--- src/rtl/om_port_arbiter.sv ---
// -----------------------------------------------------------------------------
// om_port_arbiter
//
// Shares the single port of the object-map RAM (100 x 11 bit, 1-cycle read
// latency) between the game-logic updater (A, read/write) and the entities
// drawer (B, read-only). Grants are registered and arbitrated round-robin.
// Under contention a grant is held for at most MAX_HOLD cycles, followed by
// one dead SWITCH cycle before the waiting requester takes over. Read data is
// returned to whichever requester issued the read.
//
// Ports:
//   clk, rst_n              clock, asynchronous active-low reset
//   a_req/a_addr/a_we/a_wdata   requester A access request and write data
//   a_gnt/a_rvalid/a_rdata      A grant and read return
//   b_req/b_addr                requester B read request
//   b_gnt/b_rvalid/b_rdata      B grant and read return
//   ram_addr/ram_we/ram_wdata   RAM port, muxed from the current owner
//   ram_rdata                   RAM read data, one cycle after the address
//   stat_preempt                count of preemptions (optional statistics)
//
// Optional feature: define OM_ARB_STATS_EN to build the saturating
// preemption counter; otherwise stat_preempt is tied to zero.
// -----------------------------------------------------------------------------
module om_port_arbiter #(
   parameter int ADDR_W   = 7,
   parameter int DATA_W   = 11,
   parameter int MAX_HOLD = 16
) (
   input  logic              clk,
   input  logic              rst_n,
   input  logic              a_req,
   input  logic [ADDR_W-1:0] a_addr,
   input  logic              a_we,
   input  logic [DATA_W-1:0] a_wdata,
   output logic              a_gnt,
   output logic              a_rvalid,
   output logic [DATA_W-1:0] a_rdata,
   input  logic              b_req,
   input  logic [ADDR_W-1:0] b_addr,
   output logic              b_gnt,
   output logic              b_rvalid,
   output logic [DATA_W-1:0] b_rdata,
   output logic [ADDR_W-1:0] ram_addr,
   output logic              ram_we,
   output logic [DATA_W-1:0] ram_wdata,
   input  logic [DATA_W-1:0] ram_rdata,
   output logic [15:0]       stat_preempt
);

   typedef enum logic [1:0] {
      IDLE   = 2'd0,
      OWN_A  = 2'd1,
      OWN_B  = 2'd2,
      SWITCH = 2'd3
   } state_e;

   // Preemption fires on the last allowed contended cycle.
   localparam logic [7:0] HOLD_LAST = 8'(MAX_HOLD - 1);

   state_e      state_q, state_d;
   logic        lastOwnerB_q, lastOwnerB_d;
   logic [7:0]  holdCnt_q, holdCnt_d;
   logic        aRvalid_q, aRvalid_d;
   logic        bRvalid_q, bRvalid_d;

   // State, round-robin pointer, hold counter and read-return flags.
   always_ff @(posedge clk or negedge rst_n) begin
      if (!rst_n) begin
         state_q      <= IDLE;
         lastOwnerB_q <= 1'b1;
         holdCnt_q    <= 8'd0;
         aRvalid_q    <= 1'b0;
         bRvalid_q    <= 1'b0;
      end else begin
         state_q      <= state_d;
         lastOwnerB_q <= lastOwnerB_d;
         holdCnt_q    <= holdCnt_d;
         aRvalid_q    <= aRvalid_d;
         bRvalid_q    <= bRvalid_d;
      end
   end

   // Next-state logic. The hold counter defaults to zero, which covers
   // both "other requester idle" and every state change; it only advances
   // while staying in OWN_x with the other side waiting. lastOwnerB tracks
   // whoever was granted most recently, so SWITCH hands over to the other.
   always_comb begin
      state_d      = state_q;
      lastOwnerB_d = lastOwnerB_q;
      holdCnt_d    = 8'd0;
      case (state_q)
         IDLE: begin
            if (a_req && b_req) begin
               if (lastOwnerB_q) begin
                  state_d      = OWN_A;
                  lastOwnerB_d = 1'b0;
               end else begin
                  state_d      = OWN_B;
                  lastOwnerB_d = 1'b1;
               end
            end else if (a_req) begin
               state_d      = OWN_A;
               lastOwnerB_d = 1'b0;
            end else if (b_req) begin
               state_d      = OWN_B;
               lastOwnerB_d = 1'b1;
            end
         end
         OWN_A: begin
            if (!a_req) begin
               state_d = IDLE;
            end else if (b_req) begin
               if (holdCnt_q == HOLD_LAST) begin
                  state_d      = SWITCH;
                  lastOwnerB_d = 1'b0;
               end else begin
                  holdCnt_d = holdCnt_q + 8'd1;
               end
            end
         end
         OWN_B: begin
            if (!b_req) begin
               state_d = IDLE;
            end else if (a_req) begin
               if (holdCnt_q == HOLD_LAST) begin
                  state_d      = SWITCH;
                  lastOwnerB_d = 1'b1;
               end else begin
                  holdCnt_d = holdCnt_q + 8'd1;
               end
            end
         end
         SWITCH: begin
            if (lastOwnerB_q) begin
               state_d      = OWN_A;
               lastOwnerB_d = 1'b0;
            end else begin
               state_d      = OWN_B;
               lastOwnerB_d = 1'b1;
            end
         end
         default: state_d = IDLE;
      endcase
   end

   // A read is only issued when the owner also still requests; a grant
   // cycle with req already low returns nothing.
   always_comb begin
      aRvalid_d = (state_q == OWN_A) && a_req && !a_we;
      bRvalid_d = (state_q == OWN_B) && b_req;
   end

   // RAM port mux, driven purely from the registered owner.
   always_comb begin
      ram_addr  = '0;
      ram_we    = 1'b0;
      ram_wdata = '0;
      case (state_q)
         OWN_A: begin
            ram_addr  = a_addr;
            ram_wdata = a_wdata;
            ram_we    = a_we & a_req;
         end
         OWN_B: begin
            ram_addr = b_addr;
         end
         default: ;
      endcase
   end

   assign a_gnt    = (state_q == OWN_A);
   assign b_gnt    = (state_q == OWN_B);
   assign a_rvalid = aRvalid_q;
   assign b_rvalid = bRvalid_q;
   assign a_rdata  = ram_rdata;
   assign b_rdata  = ram_rdata;

`ifdef OM_ARB_STATS_EN
   logic        preempt;
   logic [15:0] statPreempt_q, statPreempt_d;

   // SWITCH is only ever entered from an OWN state by preemption.
   assign preempt = (state_q != SWITCH) && (state_d == SWITCH);

   always_comb begin
      statPreempt_d = statPreempt_q;
      if (preempt && (statPreempt_q != 16'hFFFF)) begin
         statPreempt_d = statPreempt_q + 16'd1;
      end
   end

   // Saturating preemption counter, cleared only by reset.
   always_ff @(posedge clk or negedge rst_n) begin
      if (!rst_n) begin
         statPreempt_q <= 16'd0;
      end else begin
         statPreempt_q <= statPreempt_d;
      end
   end

   assign stat_preempt = statPreempt_q;
`else
   assign stat_preempt = 16'd0;
`endif

endmodule
--- config.mk ---
export PLATFORM = sky130hd
export DESIGN_NAME = om_port_arbiter
export DESIGN_NICKNAME = d
export VERILOG_FILES = /design/src/rtl/om_port_arbiter.sv
export SDC_FILE = /design/constraint.sdc
export NUM_CORES = 1
export LEC_CHECK = 0
export CORE_ASPECT_RATIO = 0.75
export CORE_UTILIZATION = 32
export DETAILED_ROUTE_END_ITERATION = 8
export PLACE_DENSITY = 0.78
export SETUP_SLACK_MARGIN = 0.1
export SLEW_MARGIN = 30
export SYNTH_ARGS = -nofsm -noshare
export SYNTH_HDL_FRONTEND = slang
export SYNTH_SLANG_ARGS = --single-unit
--- constraint.sdc ---
create_clock -name clk -period 2.5 [get_ports clk]
set_input_delay 0.625 -clock clk [delete_from_list [all_inputs] [get_ports clk]]
set_output_delay 0.625 -clock clk [all_outputs]
set_load 0.02 [all_outputs]
==> parameters.txt, run 1 <==
Parameter                              Value

Clock tree
  Num CTS Buffers ... 3
  Number of hold buffers added after CTS ... 0
  Setup Buffers After CTS ... 0
  H-tree Lvls ... 1
  Insertion delay to the later sink of the worst-skew pair ... 240 ps
  Number of sinks on the clock net ... 13
  Clock root cell ... sky130_fd_sc_hd__clkbuf_8
  Clock tree from TritonCTS ... done
  Number of buffers on the longest clock path ... 2
  Clock Pin Slew Worst Setup and Hold Paths ... 50 ps

Timing
  Number of endpoints failing setup at the final stage ... 0
  Setup Skew ... 0.173 ps
  Share of the clock period used by the worst path ... 92.2%
  Unrepaired setup endpoints after global routing ... no
  Post-route worst hold slack ... 458 ps
  Max-Slew Margin vs Limit ... 62.0%
  Final critical delay including setup and external delays ... 2310 ps
  Maximum operating frequency ... 434 MHz
  Final Slew Violations ... 0
  Hold violation count in the final report ... 0
  Slew at the pin closest to its max-slew limit ... 569 ps

Cells and area
  Fillers ... 344
  Final Non-Filler Cells ... 227
  Final non-filler cell area ... 1610 um^2
  Number of diodes ... 0
  Share of the core filled with cells ... 46.7%
  Fraction of layout instances using a drive strength above 1 ... 7.34%
  Area Growth Syn to Fin ... 33.6%
  Nets ... 225

Power
  Power density over cell area ... 842 nW/um^2
  Leakage power of the design ... 0.772 nW
  Worst IR Drop VDD ... 305 uV
  Power, Total ... 0.00136 W

Route
  Via count ... 918
  Number of design-rule violations left by the first detailed-router iteration ... 49
  Post-detailed-routing wire length ... 2.58 mm
  Drt first pass iters ... 4
  Routed Antenna Nets ... 0
  Average routed wire per standard cell ... 11.4 um
  DRC violations left ... 0
  Via-per-instance ratio ... 4.04

Worst setup path
  Worst-path fanout max ... 9
  CP Capture Type ... output port
  Worst stage delay on the critical path ... 640 ps
  Critical path cell sequence ... inv_1 -> ha_2 -> clkdlybuf4s50_1
  Cell type group with the largest total delay on the critical path ... buffers and inverters
  Type of the worst setup path ... reg -> out
  Critical path's slowest cell ... sky130_fd_sc_hd__clkdlybuf4s50_1
  Startpoint of the worst setup timing path ... state_q[0]
  Startpoint kind of the worst setup timing path ... flop
  Worst path required time ... 1880 ps
  Total buffers and inverters traversed by the critical path ... 2
  Worst flop-to-flop path startpoint ... state_q[0]
  Data arrival, critical path ... 1680 ps

GRT
  GRT Util Overall ... 11.5%
  Wire length of the first global-routing pass ... 3.44 mm
  Initial antenna violation count ... 0
  Maximum number of pins on one net before global-route repair ... 14
  Number of global-route vias before repair ... 726
  Global route total overflow ... 0

Placed design
  Area after detailed placement ... 1580 um^2
  Number of input and output port buffers inserted ... 52
  Hpwl dp ... 2.07 mm
  Placer's final routability congestion estimate ... 0.769
  Total instance count after detailed placement ... 223

Worst hold path
  Kind of path behind the tightest hold check ... reg -> reg
  Launch instance of the worst min-delay path ... holdCnt_q[0]

Floorplanning
  Overall die area ... 4020 um^2
  Starting utilization of the core area ... 35.0%
  Number of I/O pins ... 102
  Standard-cell rows ... 18
  Core box area ... 3450 um^2
  Die Span Y ... 55.1 um
  Chip Width ... 72.9 um

Yosys
  Share of the yosys chip area belonging to registers ... 27.1%
  Warnings, synthesis ... 0
  Library cells used by synthesis ... 32
  Cell count after synthesis ... 144
  Number of enable-type register cells in the synthesized netlist ... 0
  Summed instance area of the synthesized netlist ... 1200 um^2
  Async set-reset flop share out of synthesis ... 100%
  Syn avg cell area ... 8.37 um^2
  Post-synthesis register bit count ... 13
  Top_reg_cell synth ... sky130_fd_sc_hd__dfrtp_1

Run status
  Status ... completed

Run
  Max-cap violations ... 0
==> power by group <==
group	switching, W	internal (W)	total, W	leakage, nW
clock	0.0000738	0.000113	0.000186	0.0228
combinational	0.000480	0.000415	0.000895	0.575
sequential	0.0000225	0.000252	0.000275	0.174
total	0.000576	0.000780	0.00136	0.772
==> cells in the final DEF, fill, tap and decap left out, types with 2 or more instances in the layout <==
cell                              count
sky130_fd_sc_hd__o22a_1               2
sky130_fd_sc_hd__buf_4                5
sky130_fd_sc_hd__nand2_1              7
sky130_fd_sc_hd__dfrtp_1             12
sky130_fd_sc_hd__ha_2                 2
sky130_fd_sc_hd__nor2_1              11
sky130_fd_sc_hd__o21ai_0              2
sky130_fd_sc_hd__dlygate4sd2_1       18
sky130_fd_sc_hd__xnor2_1              4
sky130_fd_sc_hd__clkdlybuf4s50_1     32
sky130_fd_sc_hd__conb_1              16
sky130_fd_sc_hd__clkbuf_8             3
sky130_fd_sc_hd__xor2_1               2
sky130_fd_sc_hd__nand2b_1             2
sky130_fd_sc_hd__and2_1              11
sky130_fd_sc_hd__inv_1                6
sky130_fd_sc_hd__nor2b_1              7
sky130_fd_sc_hd__a22oi_1              6
sky130_fd_sc_hd__ha_1                 4
sky130_fd_sc_hd__a21oi_1              4
sky130_fd_sc_hd__mux2i_1              2
sky130_fd_sc_hd__nand3_1              3
==> worst reg2reg max path, cell delays in order, from the launching register on <==
cell and delay [ps]:
sky130_fd_sc_hd__dfrtp_1 370, sky130_fd_sc_hd__inv_1 110, sky130_fd_sc_hd__ha_2 310, sky130_fd_sc_hd__buf_4 160
sky130_fd_sc_hd__nand2_1 110, sky130_fd_sc_hd__o22ai_1 320, sky130_fd_sc_hd__a21oi_1 80, sky130_fd_sc_hd__o22a_1 190
==> synth_stat cells (2+ instances only) <==
| cell type | instances | area (um^2) |
|---|---|---|
| sky130_fd_sc_hd__o21ai_0 | 2 | 10.0 |
| sky130_fd_sc_hd__nor2_1 | 11 | 41.3 |
| sky130_fd_sc_hd__nand2_1 | 7 | 26.3 |
| sky130_fd_sc_hd__buf_4 | 38 | 285 |
| sky130_fd_sc_hd__xor2_1 | 2 | 17.5 |
| sky130_fd_sc_hd__clkbuf_1 | 3 | 11.3 |
| sky130_fd_sc_hd__nand2b_1 | 2 | 12.5 |
| sky130_fd_sc_hd__nand3_1 | 3 | 15.0 |
| sky130_fd_sc_hd__ha_1 | 6 | 75.1 |
| sky130_fd_sc_hd__o22a_1 | 2 | 17.5 |
| sky130_fd_sc_hd__and2_1 | 11 | 68.8 |
| sky130_fd_sc_hd__dfrtp_1 | 12 | 300 |
| sky130_fd_sc_hd__xnor2_1 | 4 | 35.0 |
| sky130_fd_sc_hd__inv_1 | 6 | 22.5 |
| sky130_fd_sc_hd__a21oi_1 | 4 | 20.0 |
| sky130_fd_sc_hd__nor2b_1 | 7 | 43.8 |
| sky130_fd_sc_hd__mux2i_1 | 2 | 20.0 |
| sky130_fd_sc_hd__a22oi_1 | 7 | 52.6 |
| sky130_fd_sc_hd__buf_2 | 2 | 10.0 |
==> what timing repair did <==
item / 4_1_cts / 5_1_grt
gates cloned: 0 / 0
hold endpoints to repair: 0 / 0
resized for setup: 21 / 3
setup endpoints to repair: 20 / 3
==> metrics by stage <==
step | TNS [ps] | worst slack (ps)
detailed placement | -176 | -36.1
global route | 0 | 103
global placement | -159 | -49.4
floorplan | 0 | 293
finish | 0 | 195
CTS | 0 | 152
==> sequential cells by signal, indices dropped and copies added (netlist names) <==
register / cells
state_q: 2
b_rvalid: 1
holdCnt_q: 8
lastOwnerB_q: 1
a_rvalid: 1
==> cell type report <==
| type | count | area, um^2 | area share (%) |
|---|---|---|---|
| multi-input combinational | 97 | 616 | 38.2 |
| timing repair buffer | 57 | 538 | 33.4 |
| sequential | 13 | 327 | 20.3 |
| tap | 50 | 62.6 | 3.89 |
| clock buffer | 4 | 45.0 | 2.80 |
| inverter | 6 | 22.5 | 1.40 |
==> worst paths after layout <==
path                                     end  slack, ps  depth (start not counted)
worst max-delay path                   b_gnt        190                          3
worst min-delay path            holdCnt_q[0]        460                          1
worst max register to register    state_q[0]        730                          7
worst min register to register  holdCnt_q[0]        460                          1
max in group asynchronous       lastOwnerB_q       1380                          1
min in group asynchronous       holdCnt_q[7]        750                          1
==> layer usage <==
layer	GRT usage (%)	share of wire, %	vias to the layer above
met5	0	0	-
met4	2.29	0.46	0
met3	4.53	5.2	2
met2	17.1	47	22
met1	15.9	48	412
li1	-	-	482
==> cell families after synthesis <==
logic type / synth area share [%]
buffers and inverters: 27.3
and+or+nand+nor: 19.8
AOI/OAI and AO/OA: 12.3
DFF: 27.1
adders and majority gates: 6.23
xor gates and xnor gates: 4.36
muxes: 2.60
other: 0.311
Power figures use the tool's default switching activity.
==> inputs of run 2 (changes only) <==
Settings changed: CORE_ASPECT_RATIO 0.75 to 1.5, SLEW_MARGIN 30 to not set.
==> run 2 against run 1 <==
Sequential share of layout area rose by 0.26 points. Cell count fell by 3.5%. Worst setup slack got worse by 16 ps. Utilization fell by 1.5 points. Count of clock-buffer cells in the layout fell by 1. Via count rose by 10%. Global-route usage rose by 2.9 points. Clock power barely moved. Die area barely moved. Largest power group unchanged. Highest routed layer unchanged.
==> parameters.txt, run 2 (same netlist as run 1, synthesis figures left out) <==
Parameter                              Value

Run status
  Status ... completed

GRT
  Wire length of the first global-routing pass ... 4.37 mm (+27%)
  Maximum number of pins on one net before global-route repair ... 14 (unchanged)
  Global route total overflow ... 0 (unchanged)
  Initial antenna violation count ... 0 (unchanged)
  GRT Util Overall ... 14.5% (+2.9 points)
  Number of global-route vias before repair ... 1023 (+41%)

Worst setup path
  Startpoint of the worst setup timing path ... state_q[0]
  CP Capture Type ... output port
  Cell type group with the largest total delay on the critical path ... buffers and inverters
  Worst flop-to-flop path startpoint ... state_q[0]
  Worst stage delay on the critical path ... 640 ps (about the same)
  Data arrival, critical path ... 1700 ps (+20 ps)
  Total buffers and inverters traversed by the critical path ... 2 (unchanged)
  Critical path cell sequence ... inv_1 -> ha_2 -> clkdlybuf4s50_1
  Worst path required time ... 1880 ps (about the same)
  Worst-path fanout max ... 9 (unchanged)
  Type of the worst setup path ... reg -> out
  Startpoint kind of the worst setup timing path ... flop
  Critical path's slowest cell ... sky130_fd_sc_hd__clkdlybuf4s50_1

Power
  Power density over cell area ... 846 nW/um^2 (+0.46%)
  Clock network fraction of design power ... 13.7% (about the same)
  Internal power ... 0.000770 W (-1.3%)
  Switching part of the total ... 42.8% (+0.28 points)
  Leakage power of the design ... 0.760 nW (-1.6%)
  Worst IR Drop VDD ... 507 uV (+66%)
  Power dissipated by switching net loads ... 0.000575 W (-0.14%)
  Share of total power in combinational logic ... 65.6% (-0.4 points)
  Part of the power in registers ... 20.7% (+0.5 points)

Route
  Via count ... 1012 (+10%)
  Via-per-instance ratio ... 4.62 (+14%)
  Average routed wire per standard cell ... 11.8 um (+4.1%)
  Routed Antenna Nets ... 0 (unchanged)
  Drt first pass iters ... 3 (-1)
  Post-detailed-routing wire length ... 2.59 mm (+0.43%)
  DRC violations left ... 0 (unchanged)
  Number of design-rule violations left by the first detailed-router iteration ... 6 (-88%)

Clock tree
  Resized Gates After CTS ... 20 (-4.8%)
  H-tree Lvls ... 1 (unchanged)
  Num CTS Buffers ... 3 (unchanged)
  Number of buffers on the longest clock path ... 2 (unchanged)
  Number of sinks on the clock net ... 13 (unchanged)
  Clock tree from TritonCTS ... done
  Clock root cell ... sky130_fd_sc_hd__clkbuf_8
  Clock Pin Slew Worst Setup and Hold Paths ... 60 ps (about the same)
  Insertion delay to the later sink of the worst-skew pair ... 240 ps (about the same)
  Setup Buffers After CTS ... 0 (unchanged)
  Number of hold buffers added after CTS ... 0 (unchanged)

Placed design
  Total instance count after detailed placement ... 215 (-3.6%)
  Worst slack at placement ... -59.0 ps (-22.9 ps)
  Area after detailed placement ... 1570 um^2 (-0.64%)
  Hpwl dp ... 2.10 mm (+1.7%)
  Placer's final routability congestion estimate ... 0.724 (-5.9%)
  Number of input and output port buffers inserted ... 52 (unchanged)

Timing
  Setup ws final ... 179 ps (-15.7 ps)
  Share of the clock period used by the worst path ... 92.8% (+0.63 points)
  Final Slew Violations ... 0 (unchanged)
  Number of endpoints failing setup at the final stage ... 0 (unchanged)
  Final critical delay including setup and external delays ... 2320 ps (+15.7 ps)
  Post-route worst hold slack ... 472 ps (+14.4 ps)
  Unrepaired setup endpoints after global routing ... yes
  Hold violation count in the final report ... 0 (unchanged)
  Setup Skew ... 2.39 ps (+2.22 ps)
  Maximum operating frequency ... 431 MHz (-0.68%)
  Max-Slew Margin vs Limit ... 60.0% (-2.0 points)
  Slew at the pin closest to its max-slew limit ... 599 ps (+30.0 ps)

Cells and area
  Most common cell after layout, fill and taps aside ... sky130_fd_sc_hd__clkdlybuf4s50_1
  Area Growth Syn to Fin ... 32.0%
  Final Non-Filler Cells ... 219 (-3.5%)
  Share of the core filled with cells ... 45.3% (-1.5 points)
  Final non-filler cell area ... 1590 um^2 (-1.2%)
  Max FFs per register ... 8 (unchanged)
  Nets ... 225 (unchanged)
  Number of diodes ... 0 (unchanged)
  Largest regs ... holdCnt_q: 8 flops, state_q: 2 flops
  Fraction of layout instances using a drive strength above 1 ... 7.91% (+0.56 points)
  Most used cells in the layout excluding fill and tap cells ... sky130_fd_sc_hd__clkdlybuf4s50_1 (32), sky130_fd_sc_hd__conb_1 (16), sky130_fd_sc_hd__dlygate4sd2_1 (13), sky130_fd_sc_hd__dfrtp_1 (12)
  Largest register by flop count ... holdCnt_q

Run
  Max-cap violations ... 0 (unchanged)

Floorplanning
  Starting utilization of the core area ... 34.3% (-0.67 points)
  Chip Width ... 52.1 um (-28%)
  Core box area ... 3510 um^2 (+2.0%)
  Die Span Y ... 77.2 um (+40%)
  Standard-cell rows ... 26 (+8)
  Number of I/O pins ... 102 (unchanged)
  Overall die area ... 4020 um^2 (about the same)

Worst hold path
  Kind of path behind the tightest hold check ... reg -> reg
  Launch instance of the worst min-delay path ... holdCnt_q[0]
run 2: cell types whose count changed in the layout (fill, tap and decap cells not counted), sizes merged:
cell           delta
clkinv            +1
clkbuf            +1
clkdlybuf4s15     +3
dlygate4sd2       -5
run 2: layer usage:
| layer | global-route usage, % | vias to the layer above | part of all wire (%) |
|---|---|---|---|
| li1 | - | 483 | - |
| met1 | 16.0 | 456 | 40 |
| met3 | 3.37 | 12 | 8.6 |
| met2 | 23.8 | 61 | 48 |
| met4 | 9.19 | 0 | 3.7 |
| met5 | 0 | - | 0 |
run 2: cell type report:
cell class	instances	area (um^2)
Fill cell	347	1920
Multi-Input combinational cell	97	608
Timing Repair Buffer	57	534
Sequential cell	13	327
Tap cell	42	52.6
Clock buffer	3	41.3
Inverter	6	22.5
Clock inverter	1	5.00
run 2: worst paths after layout:
kind,endpoint,slack [ps],cells after the start
max in group asynchronous,holdCnt_q[7],1350,1
min in group asynchronous,holdCnt_q[0],760,1
min reg2reg,holdCnt_q[0],470,1
min,holdCnt_q[0],470,1
max reg2reg,state_q[1],760,7
max,b_gnt,180,3
run 2: metrics by stage:
stage / setup TNS (ps) / power (W)
after floorplan: 0 / 0.000923
after global placement: -191 / 0.00123
after detailed placement: -270 / 0.00123
after CTS: 0 / 0.00136
after global routing: 0 / 0.00145
final: 0 / 0.00135
run 2: power by group through the flow:
stage	registers (W)	clock network (W)	logic (W)
after floorplan	0.000285	0	0.000638
after global placement	0.000281	0	0.000947
after detailed placement	0.000281	0	0.000948
after CTS	0.000278	0.000190	0.000890
after global routing	0.000283	0.000200	0.000972
final	0.000279	0.000184	0.000882
==> patch (config.mk and constraints of run 2) <==
Build with the macro `OM_ARB_STATS_EN` defined.
--- a/src/rtl/om_port_arbiter.sv
+++ b/src/rtl/om_port_arbiter.sv
@@ -22,4 +22,6 @@
 // preemption counter; otherwise stat_preempt is tied to zero.
 // -----------------------------------------------------------------------------
+`define OM_ARB_STATS_EN
+
 module om_port_arbiter #(
    parameter int ADDR_W   = 7,
Behaviour: same outputs for any inputs over 10 cycles, from zero or initial values and one cycle with rst_n low; that may be too few to reach the edited logic, so the function may still have changed.
==> patch against run 2 <==
Final area up 74%. Clock skew up 0.98 ps. First-iteration DRC count rose to 10 times the old value. Wire length increased by 85%. Total power is 87% higher. Area after synthesis is 62% higher. Sequential cell count increased by 16. Worst setup slack improved by 14 ps. Critical path type unchanged.
==> patch: results <==
group,metric,value,unit
global_route,grt_util_all_layers,15.4,%
drt,wire_per_inst,14.0,um
synth,muxShareOfSynthArea,1.09,%
drt,routed_wl,4800,um
synth,synthTopCellsByCount,"dfrtp_1 (28), buf_4 (22), xor2_1 (18)",
timing,hold_ws,487,ps
place,place_area,2650,sq um
place,dp_slack,-123,ps
cells_and_area,largest_reg_flops,16,
place,dp_hpwl,3430,um
synth,synth-compound-area-share,9.15,%
power,max-vdd-ir-drop,0.000621,V
drt,drt-initial-drc-count,61,
clocking,insertion_delay,280,ps
cells_and_area,layout-drive-gt1-share,16.2,%
power,p_leak,1.28,nW
drt,dr.pass1.iters,4,
synth,ys_warn_count,0,
timing,fin_skew,3.37,ps
place,portBuffers,68,
synth,synth_cell_type_count,40,
global_route,grt_start_max_net_pins,30,
timing,worst_pin_slew,821,ps
synth,synth_xor_area_share,9.41,%
synth,synthTopCellsByArea,"dfrtp_1 (36%), buf_4 (8.5%), xor2_1 (8.1%)",
global_route,grtUsageMet2,27.3,%
cells_and_area,nNetsFinal,318,
worst_setup_path,worst-endpoint-arrival,1680,ps
worst_setup_path,r2r_cells,9,
global_route,grt_util_met3,4.93,%
cells_and_area,antenna_cells,0,
synth,ys_seq_area_share,37.2,%
clocking,cts.htree.levels,2,
global_route,met1_usage,16.3,%
clocking,numCtsBuffers,5,
global_route,grt_pass1_vias,1701,
place,dpl.cell_count,335,
global_route,grt_first_pass_wirelength,7690,um
worst_setup_path,crit_path_top_delay_cell,"dfrtp_1",
place,place.gp.congestion,0.901,
worst_setup_path,cp_max_fo,23,
outcome,status,"completed",
synth,synthCells,209,
clocking,root_buffer,"clkbuf_8",
worst_setup_path,rr_startpoint,"state_q[1]$_DFF_PN0_",
worst_setup_path,slowest_delay,380,ps
worst_setup_path,timing.rr.end,"stat_preempt[8]$_DFFE_PN0P_",
[patch: worst max-delay path by stage]
| stage | end | slack, ps | cells past startpoint | start |
|---|---|---|---|---|
| 2_1_floorplan | ram_wdata[0] | 260 | 5 | state_q[1]$_DFF_PN0_ |
| 3_3_place_gp | ram_we | -70 | 3 | a_req |
| 3_5_place_dp | stat_preempt[14]$_DFFE_PN0P_ | -120 | 7 | b_req |
| 4_1_cts | ram_addr[3] | 120 | 6 | state_q[0]$_DFF_PN0_ |
| 5_1_grt | stat_preempt[8]$_DFFE_PN0P_ | 70 | 9 | state_q[1]$_DFF_PN0_ |
| 6_report | ram_addr[6] | 190 | 6 | state_q[0]$_DFF_PN0_ |
[patch: repair_timing]
action,in CTS,in global routing
setup buffers,0,0
gates resized for setup,21,21
setup endpoints to repair,22,16
[patch: through the flow]
stage / setup TNS, ps / utilization [%]
2_1_floorplan: 0 / -
3_3_place_gp: -589 / 45.5
3_5_place_dp: -1090 / 45.5
4_1_cts: 0 / 47.1
5_1_grt: 0 / 47.5
6_report: 0 / 47.5
[patch: layout make-up]
cell class,count,area (sq um)
Inverter,5,18.8
Sequential cell,29,727
Timing Repair Buffer,83,772
Tap cell,72,90.1
Clock inverter,1,30.0
Multi-Input combinational cell,146,1040
Fill cell,559,3060
Clock buffer,7,86.3
[patch: cells by family (layout without fill, tap and decap cells)]
family	after synthesis	count (layout)
buf+inv	34	96
flops	29	29
simple gates	90	90
mux	2	2
fa+ha+maj	7	7
xor+xnor	21	21
compound gates	26	26
[patch: routing by layer]
layer | vias to the layer above | wire, um | share of wire [%]
li1 | 833 | - | -
met1 | 839 | 1830 | 38
met2 | 63 | 2490 | 52
met3 | 13 | 399 | 8.3
met4 | 0 | 77 | 1.6
met5 | - | 0 | 0
[patch: power by group]
group	switching, mW	internal [mW]	leakage (nW)
Clock	0.185	0.325	0.0585
Combinational	0.791	0.599	0.831
Sequential	0.0732	0.542	0.392
Total	1.05	1.47	1.28
